### src/rtl/lc3b_types.sv
`default_nettype none
// ============================================================================
// Package     : lc3b_types
// Description : Shared LC-3b word type and memory-arbiter state encoding.
// Revision    : 1.0
// ============================================================================
package lc3b_types;

    typedef logic [15:0] lc3b_word;

    typedef enum logic [1:0] {
        IDLE   = 2'd0,
        I_BUSY = 2'd1,
        D_BUSY = 2'd2
    } lc3b_arb_state;

endpackage : lc3b_types
`default_nettype wire

### src/rtl/mem_arbiter.sv
`default_nettype none
// ============================================================================
// Module      : mem_arbiter
// Description : Two-port (instruction/data) arbiter onto one shared memory
//               port, data-priority with bounded instruction starvation.
// Revision    : 1.0
// ============================================================================
module mem_arbiter
    import lc3b_types::*;
#(
    parameter int STARVE_LIMIT = 4
) (
    input  logic       clk,
    input  logic       rst_n,

    input  logic       i_read,
    input  lc3b_word   i_addr,
    output lc3b_word   i_rdata,
    output logic       i_resp,

    input  logic       d_read,
    input  logic       d_write,
    input  lc3b_word   d_addr,
    input  lc3b_word   d_wdata,
    input  logic [1:0] d_byte_en,
    output lc3b_word   d_rdata,
    output logic       d_resp,

    output logic       m_read,
    output logic       m_write,
    output lc3b_word   m_addr,
    output lc3b_word   m_wdata,
    output logic [1:0] m_byte_en,
    input  lc3b_word   m_rdata,
    input  logic       m_resp
);

    localparam int                 c_CNT_W = $clog2(STARVE_LIMIT + 1);
    localparam logic [c_CNT_W-1:0] c_LIMIT = c_CNT_W'(STARVE_LIMIT);

    lc3b_arb_state      state_q,  state_d;
    logic [c_CNT_W-1:0] starve_q, starve_d;
    lc3b_word           addr_q,   addr_d;
    lc3b_word           wdata_q,  wdata_d;
    logic [1:0]         ben_q,    ben_d;
    logic               write_q,  write_d;

    logic w_d_req;
    logic w_grant_d;
    logic w_i_own;
    logic w_d_own;

    assign w_d_req   = d_read | d_write;
    // Data wins ties until the instruction side has waited STARVE_LIMIT grants.
    assign w_grant_d = w_d_req & (~i_read | (starve_q != c_LIMIT));

    always_comb begin
        state_d  = state_q;
        starve_d = starve_q;
        addr_d   = addr_q;
        wdata_d  = wdata_q;
        ben_d    = ben_q;
        write_d  = write_q;
        case (state_q)
            IDLE: begin
                if (w_grant_d) begin
                    state_d = D_BUSY;
                    addr_d  = d_addr;
                    wdata_d = d_wdata;
                    ben_d   = d_byte_en;
                    write_d = d_write;
                    if (!i_read)
                        starve_d = '0;
                    else if (starve_q != c_LIMIT)
                        starve_d = starve_q + 1'b1;
                end else if (i_read) begin
                    state_d  = I_BUSY;
                    addr_d   = i_addr;
                    wdata_d  = '0;
                    ben_d    = '0;
                    write_d  = 1'b0;
                    starve_d = '0;
                end
            end
            I_BUSY, D_BUSY: begin
                if (m_resp)
                    state_d = IDLE;
            end
            default: state_d = IDLE;
        endcase
    end

    always_ff @(posedge clk or negedge rst_n) begin
        if (!rst_n) begin
            state_q  <= IDLE;
            starve_q <= '0;
            addr_q   <= '0;
            wdata_q  <= '0;
            ben_q    <= '0;
            write_q  <= 1'b0;
        end else begin
            state_q  <= state_d;
            starve_q <= starve_d;
            addr_q   <= addr_d;
            wdata_q  <= wdata_d;
            ben_q    <= ben_d;
            write_q  <= write_d;
        end
    end

    // Memory side is driven purely from the captured request.
    assign w_i_own   = (state_q == I_BUSY);
    assign w_d_own   = (state_q == D_BUSY);
    assign m_read    = w_i_own | (w_d_own & ~write_q);
    assign m_write   = w_d_own & write_q;
    assign m_addr    = addr_q;
    assign m_wdata   = wdata_q;
    assign m_byte_en = ben_q;

    assign i_resp    = w_i_own & m_resp;
    assign d_resp    = w_d_own & m_resp;
    assign i_rdata   = i_resp ? m_rdata : '0;
    assign d_rdata   = d_resp ? m_rdata : '0;

endmodule : mem_arbiter
`default_nettype wire

### config.mk
export PLATFORM = sky130hd
export DESIGN_NAME = mem_arbiter
export DESIGN_NICKNAME = d
export VERILOG_FILES = /design/src/rtl/lc3b_types.sv /design/src/rtl/mem_arbiter.sv
export SDC_FILE = /design/constraint.sdc
export NUM_CORES = 1
export LEC_CHECK = 0
export ABC_AREA = 1
export ABC_CLOCK_PERIOD_IN_PS = 1300
export CAP_MARGIN = 5
export CORE_AREA = 2 2 86 88
export CTS_CLUSTER_SIZE = 25
export DETAILED_ROUTE_END_ITERATION = 12
export DIE_AREA = 0 0 88 90
export PLACE_DENSITY_LB_ADDON = 0.2
export SLEW_MARGIN = 20
export SYNTH_ARGS = -nofsm -noshare
export SYNTH_HDL_FRONTEND = slang
export SYNTH_SLANG_ARGS = --single-unit
export TNS_END_PERCENT = 1
### constraint.sdc
create_clock -name clk -period 1.3 [get_ports clk]
set_input_delay 0.13 -clock clk [delete_from_list [all_inputs] [get_ports clk]]
set_output_delay 0.13 -clock clk [all_outputs]
set_load 0.05 [all_outputs]
# == Word level (Yosys, flattened, before mapping) ==
# Index checks and enable logic that the tools add are counted.
# word_totals
word_cells,47
regBits,40
# op_classes
bitwise,10
n_eq_ne,6
addsub,1
n_mux,18
n_reduce_logical,6
# ops
cell,count
$mux W16,6
$mux W3,4
$mux W2,5
$ne A3 B3 Y1 const B,2
$and A1 B1 Y1,5
$pmux W2 S2,1
$reduce_and A2 Y1,2
$add A3 B1 Y3 const B,1
$ne A3 B2 Y1 const B,1
$or A1 B1 Y1,3
$reduce_and A3 Y1,1
$eq A2 B1 Y1 const B,1
$eq A2 B2 Y1 const B,1
$logic_not A2 Y1,1
$mux W1,2
$ne A2 B2 Y1 const B,1
$not A1 Y1,2
$reduce_bool A2 Y1,1
$reduce_or A2 Y1,1

# == Longest topological paths before layout ==
# Gate-level depths: netlist (run 1).
# depth
ltp_word,5
depth_mapped,9
ltp_nobuf,8

# == Least setup slack after synthesis (run 1) ==
# OpenSTA, ideal clock, no wires.
# synth_path
path_type,register -> output
startpoint,reg state_q[0]
endpoint,out d_rdata[10]
t_arrival_ns,1.640
t_required_ns,1.170
slack_ns,-0.470
n_path_buf,1
stages_incl_launch_ff,6
cell_sequence,dfrtp_1 > inv_1 > ha_1 > nand2_1 > clkbuf_1 > nor2_1
# synth_between
elab_chain_len,3
# synth_rtl
item,line,text
start: declaration,mem_arbiter.sv:41,"lc3b_arb_state state_q, state_d;"
start signal: assignment,mem_arbiter.sv:102,state_q <= state_d;
$eq A2 B2 Y1,mem_arbiter.sv:113,assign w_d_own = (state_q == D_BUSY);
$and A1 B1 Y1,mem_arbiter.sv:121,assign d_resp = w_d_own & m_resp;
$mux W16,mem_arbiter.sv:123,assign d_rdata = d_resp ? m_rdata : '0;
end: declaration,mem_arbiter.sv:26,"output lc3b_word d_rdata,"
# No other way between the ends.

# == Worst setup path after layout (run 1) ==
# layout_path
startpoint,reg state_q[0]
endpoint,out i_resp
# layout_between
elab_chain_len,2
# layout_rtl
item,line,text
$eq A2 B1 Y1,mem_arbiter.sv:112,assign w_i_own = (state_q == I_BUSY);
$and A1 B1 Y1,mem_arbiter.sv:120,assign i_resp = w_i_own & m_resp;
end: declaration,mem_arbiter.sv:19,"output logic i_resp,"
# No other way between the ends.

==> metrics.cfg, run 1 <==
[status]
status = complete, but fails checks
failed_checks = setup timing

[global_route]
grt_busiest_layer = met2
grt_pass1_vias = 2471
grt-ovfl-total = 0
grt_max_degree = 41
grt_use_met1 = 0.237
antenna_found_initial = 0
grt_use_met3 = 0.0505
grt_pass1_wl_mm = 12.1
grt.met2_usage = 0.333
grt_usage = 0.192

[synthesis]
synth_cell_types = 18
yosysTopAreaCell = dfrtp_1
yosysMostFrequentCell = nand2_1
async_flop_share = 1.00
synthCells = 307
ys_ff_latch = 40
syn_avg_cell_area_um2 = 7.25
synth_edf_count = 0
ys.flop_type = dfrtp_1
yosys_warnings = 0
ys_top_cells_by_area = dfrtp_1, nand2_1, inv_1
syn_nets = 384
seq_area_frac_synth = 0.449
syn_area_mm2 = 0.00223
yosysTopAreaCellShare = 0.449
synth_common_cells = nand2_1, inv_1, dfrtp_1

[cts]
path_clk_slew_ps = 80
cts_tree = done
clock_latency_ps = 290
htree_levels = 2
cts_sinks = 40
cts_root_buf = clkbuf_8
cts_buffer_depth = 2
numCtsBuffers = 5

[sta]
hold_viol_final = 0
clock.fmax_mhz = 620
tns_ps = -12420
finalCritPeriodShare = 1.24
slew_headroom = 0.833
finalMaxSlewViolations = 0
fin_worst_skew_ps = 3.56
setup_slack_ps = -312
worst_pin_slew_ps = 249
rsz0062_at_grt = yes
final.min_clock_period_ps = 1610
setup_viol = 75

[route]
drt-initial-drc-count = 98
drtPass1Iterations = 4
finalWirelength_mm = 7.07
via_per_inst = 4.27
drc_errors = 0
ant_nets = 0
wire_per_inst_um = 12.4
num_vias = 2436

[setup_path]
critPathMaxFanout = 8
crit_arrival_ps = 1480
critical-path-top-delay-family = buffers and inverters
crit_chain = buf_6 -> ha_4 -> nand2_4 -> buf_12 -> clkinvlp_4 -> buf_12
endpoint_kind = output port
cp.required_ps = 1170
critPathLaunchType = flop
cp_slowest_cell = dfrtp_1
critical_path_class = flop to output port
cpMostUsedCell = buf_12
cp_slowest_stage_delay_ps = 410
cp.buffers_inverters = 4

[floorplanning]
dieArea_mm2 = 0.00792
chipHeight_um = 90
start_util = 0.317
rows = 31
io_pins = 142
fp.dieW_um = 88
coreArea_mm2 = 0.00702

[power]
vdd_drop_max_mv = 1.54
p_leak_uw = 0.00240
power_density_mw_per_mm2 = 2260

[finish]
syn2layout_area_growth_pct = 127
post-route-cell-area_mm2 = 0.00505
num_antenna_cells = 0
layout-drive-gt1-share = 0.328
nNetsFinal = 548

[place]
portBuffers = 141
gp_congestion = 0.821
place_ws_ps = -187
dp_hpwl_mm = 5.75
place_area_mm2 = 0.00480

[run]
maxCapViolations = 0

[hold_path]
hp-class = primary input to asynchronous set/reset pin

placed cells by master, fill, tap and decap left out, types with 3 or more instances in the layout:
cell type	instances
buf_12	76
buf_4	15
buf_6	6
clkbuf_8	5
clkdlybuf4s50_1	70
clkinvlp_4	3
dfrtp_1	39
ha_1	3
inv_1	39
inv_2	4
nand2_1	124
nand2_2	3
nand3_1	20
nand3b_1	14
nor2_1	4
nor2_2	4
nor2_4	28
area by class of cell:
cell class	count	area [um^2]
Inverter	46	183
Tap cell	99	124
Multi-Input combinational cell	209	1210
Sequential cell	40	1000
Clock buffer	5	68.8
Clock inverter	3	46.3
Timing Repair Buffer	169	2420
Fill cell	493	1970
per-stage QoR:
step | total power, uW | hold slack, ps | std cells | utilization
after global placement | 10200 | 118 | 559 | 0.684
after floorplan | 6270 | -166 | 307 | -
after CTS | 11500 | 326 | 571 | 0.717
final | 11400 | 313 | 571 | 0.719
after global routing | 12100 | 371 | 571 | 0.719
after detailed placement | 10300 | 113 | 559 | 0.684
timing repair:
action | 4_1_cts | 5_1_grt
resized for setup | 20 | 3
endpoints found under the setup margin | 75 | 76
endpoints found under the hold margin | 40 | 0
pin swaps | 3 | 0
gates cloned | 1 | 0
setup buffers | 2 | 0
hold buffers | 1 | 0
cell families after synthesis:
family                     after synthesis  synth area share
adders and majority gates                5            0.0281
and+or+nand+nor                        199             0.379
AOI/OAI and AO/OA                        4            0.0152
DFF                                     40             0.449
buffers and inverters                   59             0.129
report_power, final:
group	switching (uW)	internal (uW)	total, uW
clock	455	578	1030
sequential	633	1830	2470
combinational	4210	3720	7930
total	5290	6140	11400
per-layer routing:
metal  wire, um  up-vias
met1       2760     1099
met4         69        0
met2       3690       92
met3        544        7
li1           -     1238
met5          0        -
worst min-delay path, stage by stage:
cell	delay (ps)
dlygate4sd3_1	510
buf_2	120
buf_12	220
worst paths after layout:
path | from | end | slack (ps) | cells past startpoint
worst max-delay path | state_q[0] | i_resp | -310 | 6
worst min-delay path | rst_n | m_addr[7] | 310 | 3
worst max register to register | state_q[1] | m_wdata[12] | -100 | 8
worst min register to register | m_wdata[2] | m_wdata[2] | 540 | 2
max in group asynchronous | rst_n | state_q[1] | 770 | 3
min in group clk | d_wdata[6] | m_wdata[6] | 360 | 3
sequential cells by signal (all words and copies together), names as in the netlist:
register   count
m_byte_en      2
m_wdata       16
write_q        1
m_addr        16
starve_q       3
state_q        2
(Power assumes the default switching activity.)
==> run 2: changes to the inputs <==
--- a/config.mk
+++ b/config.mk
@@ -13,6 +13,7 @@
 export DETAILED_ROUTE_END_ITERATION = 12
 export DIE_AREA = 0 0 88 90
 export PLACE_DENSITY_LB_ADDON = 0.2
+export SKIP_LAST_GASP = 1
 export SLEW_MARGIN = 20
 export SYNTH_ARGS = -nofsm -noshare
 export SYNTH_HDL_FRONTEND = slang
==> metrics.cfg, run 2 (synthesis results as in run 1) <==
[finish]
nNetsFinal = 548  ; unchanged
num_antenna_cells = 0  ; unchanged
final_core_util = 0.717  ; was 0.719
mostFrequentLayoutCells = nand2_1, buf_12, clkdlybuf4s50_1  ; unchanged
syn2layout_area_growth_pct = 126  ; was 127%
layout-drive-gt1-share = 0.326  ; was 0.328
layout_commonest_cell = nand2_1  ; unchanged

[floorplanning]
fp.dieW_um = 88  ; unchanged
coreArea_mm2 = 0.00702  ; unchanged
io_pins = 142  ; unchanged
start_util = 0.317  ; unchanged
rows = 31  ; unchanged
chipHeight_um = 90  ; unchanged
dieArea_mm2 = 0.00792  ; unchanged

[power]
p_switching_uw = 5280  ; was 5290 uW
p_leak_uw = 0.00239  ; was 0.00240 uW
p_int_uw = 6120  ; was 6140 uW
seq_power_share = 0.216  ; about the same
finalPower_uw = 11400  ; about the same
vdd_drop_max_mv = 1.53  ; was 1.54 mV
power_density_mw_per_mm2 = 2270  ; was 2260 mW/mm^2
p_sw_frac = 0.463  ; about the same
power_frac_clock = 0.091  ; was 0.090
p_comb_frac = 0.693  ; was 0.694

[global_route]
grt_max_degree = 41  ; unchanged
antenna_found_initial = 0  ; unchanged
grt_pass1_vias = 2457  ; was 2,471
grt_usage = 0.191  ; was 0.192
grt-ovfl-total = 0  ; unchanged
grt_pass1_wl_mm = 12.0  ; was 12.1 mm

[cts]
cts_buffer_depth = 2  ; unchanged
clock_latency_ps = 290  ; about the same
numCtsBuffers = 5  ; unchanged
cts_root_buf = clkbuf_8  ; unchanged
cts_sinks = 40  ; unchanged
path_clk_slew_ps = 80  ; about the same
htree_levels = 2  ; unchanged
cts_tree = done  ; unchanged

[setup_path]
critical-path-top-delay-family = buffers and inverters  ; unchanged
critPathMaxFanout = 8  ; unchanged
cp.buffers_inverters = 4  ; unchanged
endpoint_kind = output port  ; unchanged
critical_path_class = flop to output port  ; unchanged
r2r-start = state_q[1]  ; unchanged
cp_slowest_cell = dfrtp_1  ; unchanged
cpMostUsedCell = buf_12  ; unchanged
cp.required_ps = 1170  ; about the same
r2r_slack_ps = -110  ; was -100 ps
crit_arrival_ps = 1480  ; about the same
cp.depth = 6  ; unchanged
reg2regPathDepth = 8  ; unchanged
r2r_end = m_wdata[1]  ; was m_wdata[12]
critPathLaunchType = flop  ; unchanged
crit_chain = buf_6 -> ha_4 -> nand2_4 -> buf_12 -> clkinvlp_4 -> buf_12  ; unchanged
cp_slowest_stage_delay_ps = 410  ; about the same

[status]
failed_checks = setup timing  ; unchanged
status = complete, but fails checks  ; unchanged

[route]
via_per_inst = 4.25  ; was 4.27
wire_per_inst_um = 12.3  ; was 12.4 um
ant_nets = 0  ; unchanged
drtPass1Iterations = 4  ; unchanged
finalWirelength_mm = 7.03  ; was 7.07 mm
num_vias = 2429  ; was 2,436
drt-initial-drc-count = 70  ; was 98
drc_errors = 0  ; unchanged

[sta]
fin_worst_skew_ps = 3.54  ; was 3.56 ps
worst_pin_slew_ps = 249  ; unchanged
setup_slack_ps = -314  ; was -312 ps
rsz0062_at_grt = yes  ; unchanged
finalMaxSlewViolations = 0  ; unchanged
final.min_clock_period_ps = 1610  ; about the same
finalCritPeriodShare = 1.24  ; about the same
setup_viol = 75  ; unchanged
slew_headroom = 0.833  ; unchanged
clock.fmax_mhz = 620  ; about the same
hold_viol_final = 0  ; unchanged

[place]
gp_congestion = 0.821  ; unchanged
portBuffers = 141  ; unchanged
dp_hpwl_mm = 5.75  ; unchanged

[hold_path]
hp-class = primary input to asynchronous set/reset pin  ; unchanged

[run]
maxCapViolations = 0  ; unchanged

-- run 2: cell counts in the layout (fill, tap and decap cells not counted) --
Identical to the previous run, type by type.
-- run 2: layout make-up --
| type | instances | area, um^2 |
|---|---|---|
| timing repair buffer | 169 | 2410 |
| fill | 494 | 1990 |
| multi-input combinational | 209 | 1200 |
| sequential | 40 | 1000 |
| inverter | 46 | 183 |
| tap | 99 | 124 |
| clock buffer | 5 | 68.8 |
| clock inverter | 3 | 46.3 |
-- run 2: how the worst max path moves through the flow --
stage               start           to  slack [ps]
3_5_place_dp       i_read   m_wdata[1]        -190
3_3_place_gp       m_resp  i_rdata[15]        -140
6_report       state_q[0]       i_resp        -310
5_1_grt        state_q[1]   i_rdata[1]        -370
2_1_floorplan  state_q[0]  d_rdata[10]         -80
4_1_cts        state_q[1]   i_rdata[1]        -320
-- run 2: worst reg2reg max path: cells and delay by family, from the launching register on --
| kind | cells | cell delay [ps] |
|---|---|---|
| flops | 1 | 440 |
| compound gates | 1 | 160 |
| simple gates | 2 | 130 |
| fa+ha+maj | 1 | 170 |
| buf+inv | 4 | 400 |
-- run 2: what timing repair did --
| action | in CTS | in global routing |
|---|---|---|
| resized for setup | 15 | 3 |
| hold endpoints to repair | 40 | 0 |
| setup buffers | 2 | 0 |
| gates cloned | 1 | 0 |
| setup endpoints to repair | 75 | 76 |
| pin swaps | 2 | 0 |
| hold buffers | 1 | 0 |
-- run 2: stage by stage --
step,cells,setup TNS [ps],setup WS (ps),instance area [um^2],hold WS [ps]
floorplan,307,-1270,-76.7,2460,-166
global placement,559,-7680,-136,4800,118
detailed placement,559,-9370,-187,4800,113
global route,571,-19370,-373,5030,371
CTS,571,-13720,-320,5020,326
finish,571,-12480,-314,5030,314
-- run 2: metal layers --
| layer | GRT usage | routed length [um] | vias to the layer above |
|---|---|---|---|
| met5 | 0 | 0 | - |
| li1 | - | - | 1237 |
| met2 | 0.329 | 3640 | 92 |
| met1 | 0.237 | 2780 | 1092 |
| met4 | 0.0423 | 80 | 0 |
| met3 | 0.0505 | 531 | 8 |
-- run 2: power by group through the flow --
stage | logic (uW) | registers [uW] | clock network (uW)
2_1_floorplan | 2320 | 3950 | 0
3_3_place_gp | 7730 | 2440 | 0
3_5_place_dp | 7840 | 2470 | 0
4_1_cts | 7980 | 2470 | 1060
5_1_grt | 8380 | 2530 | 1120
6_report | 7900 | 2470 | 1030
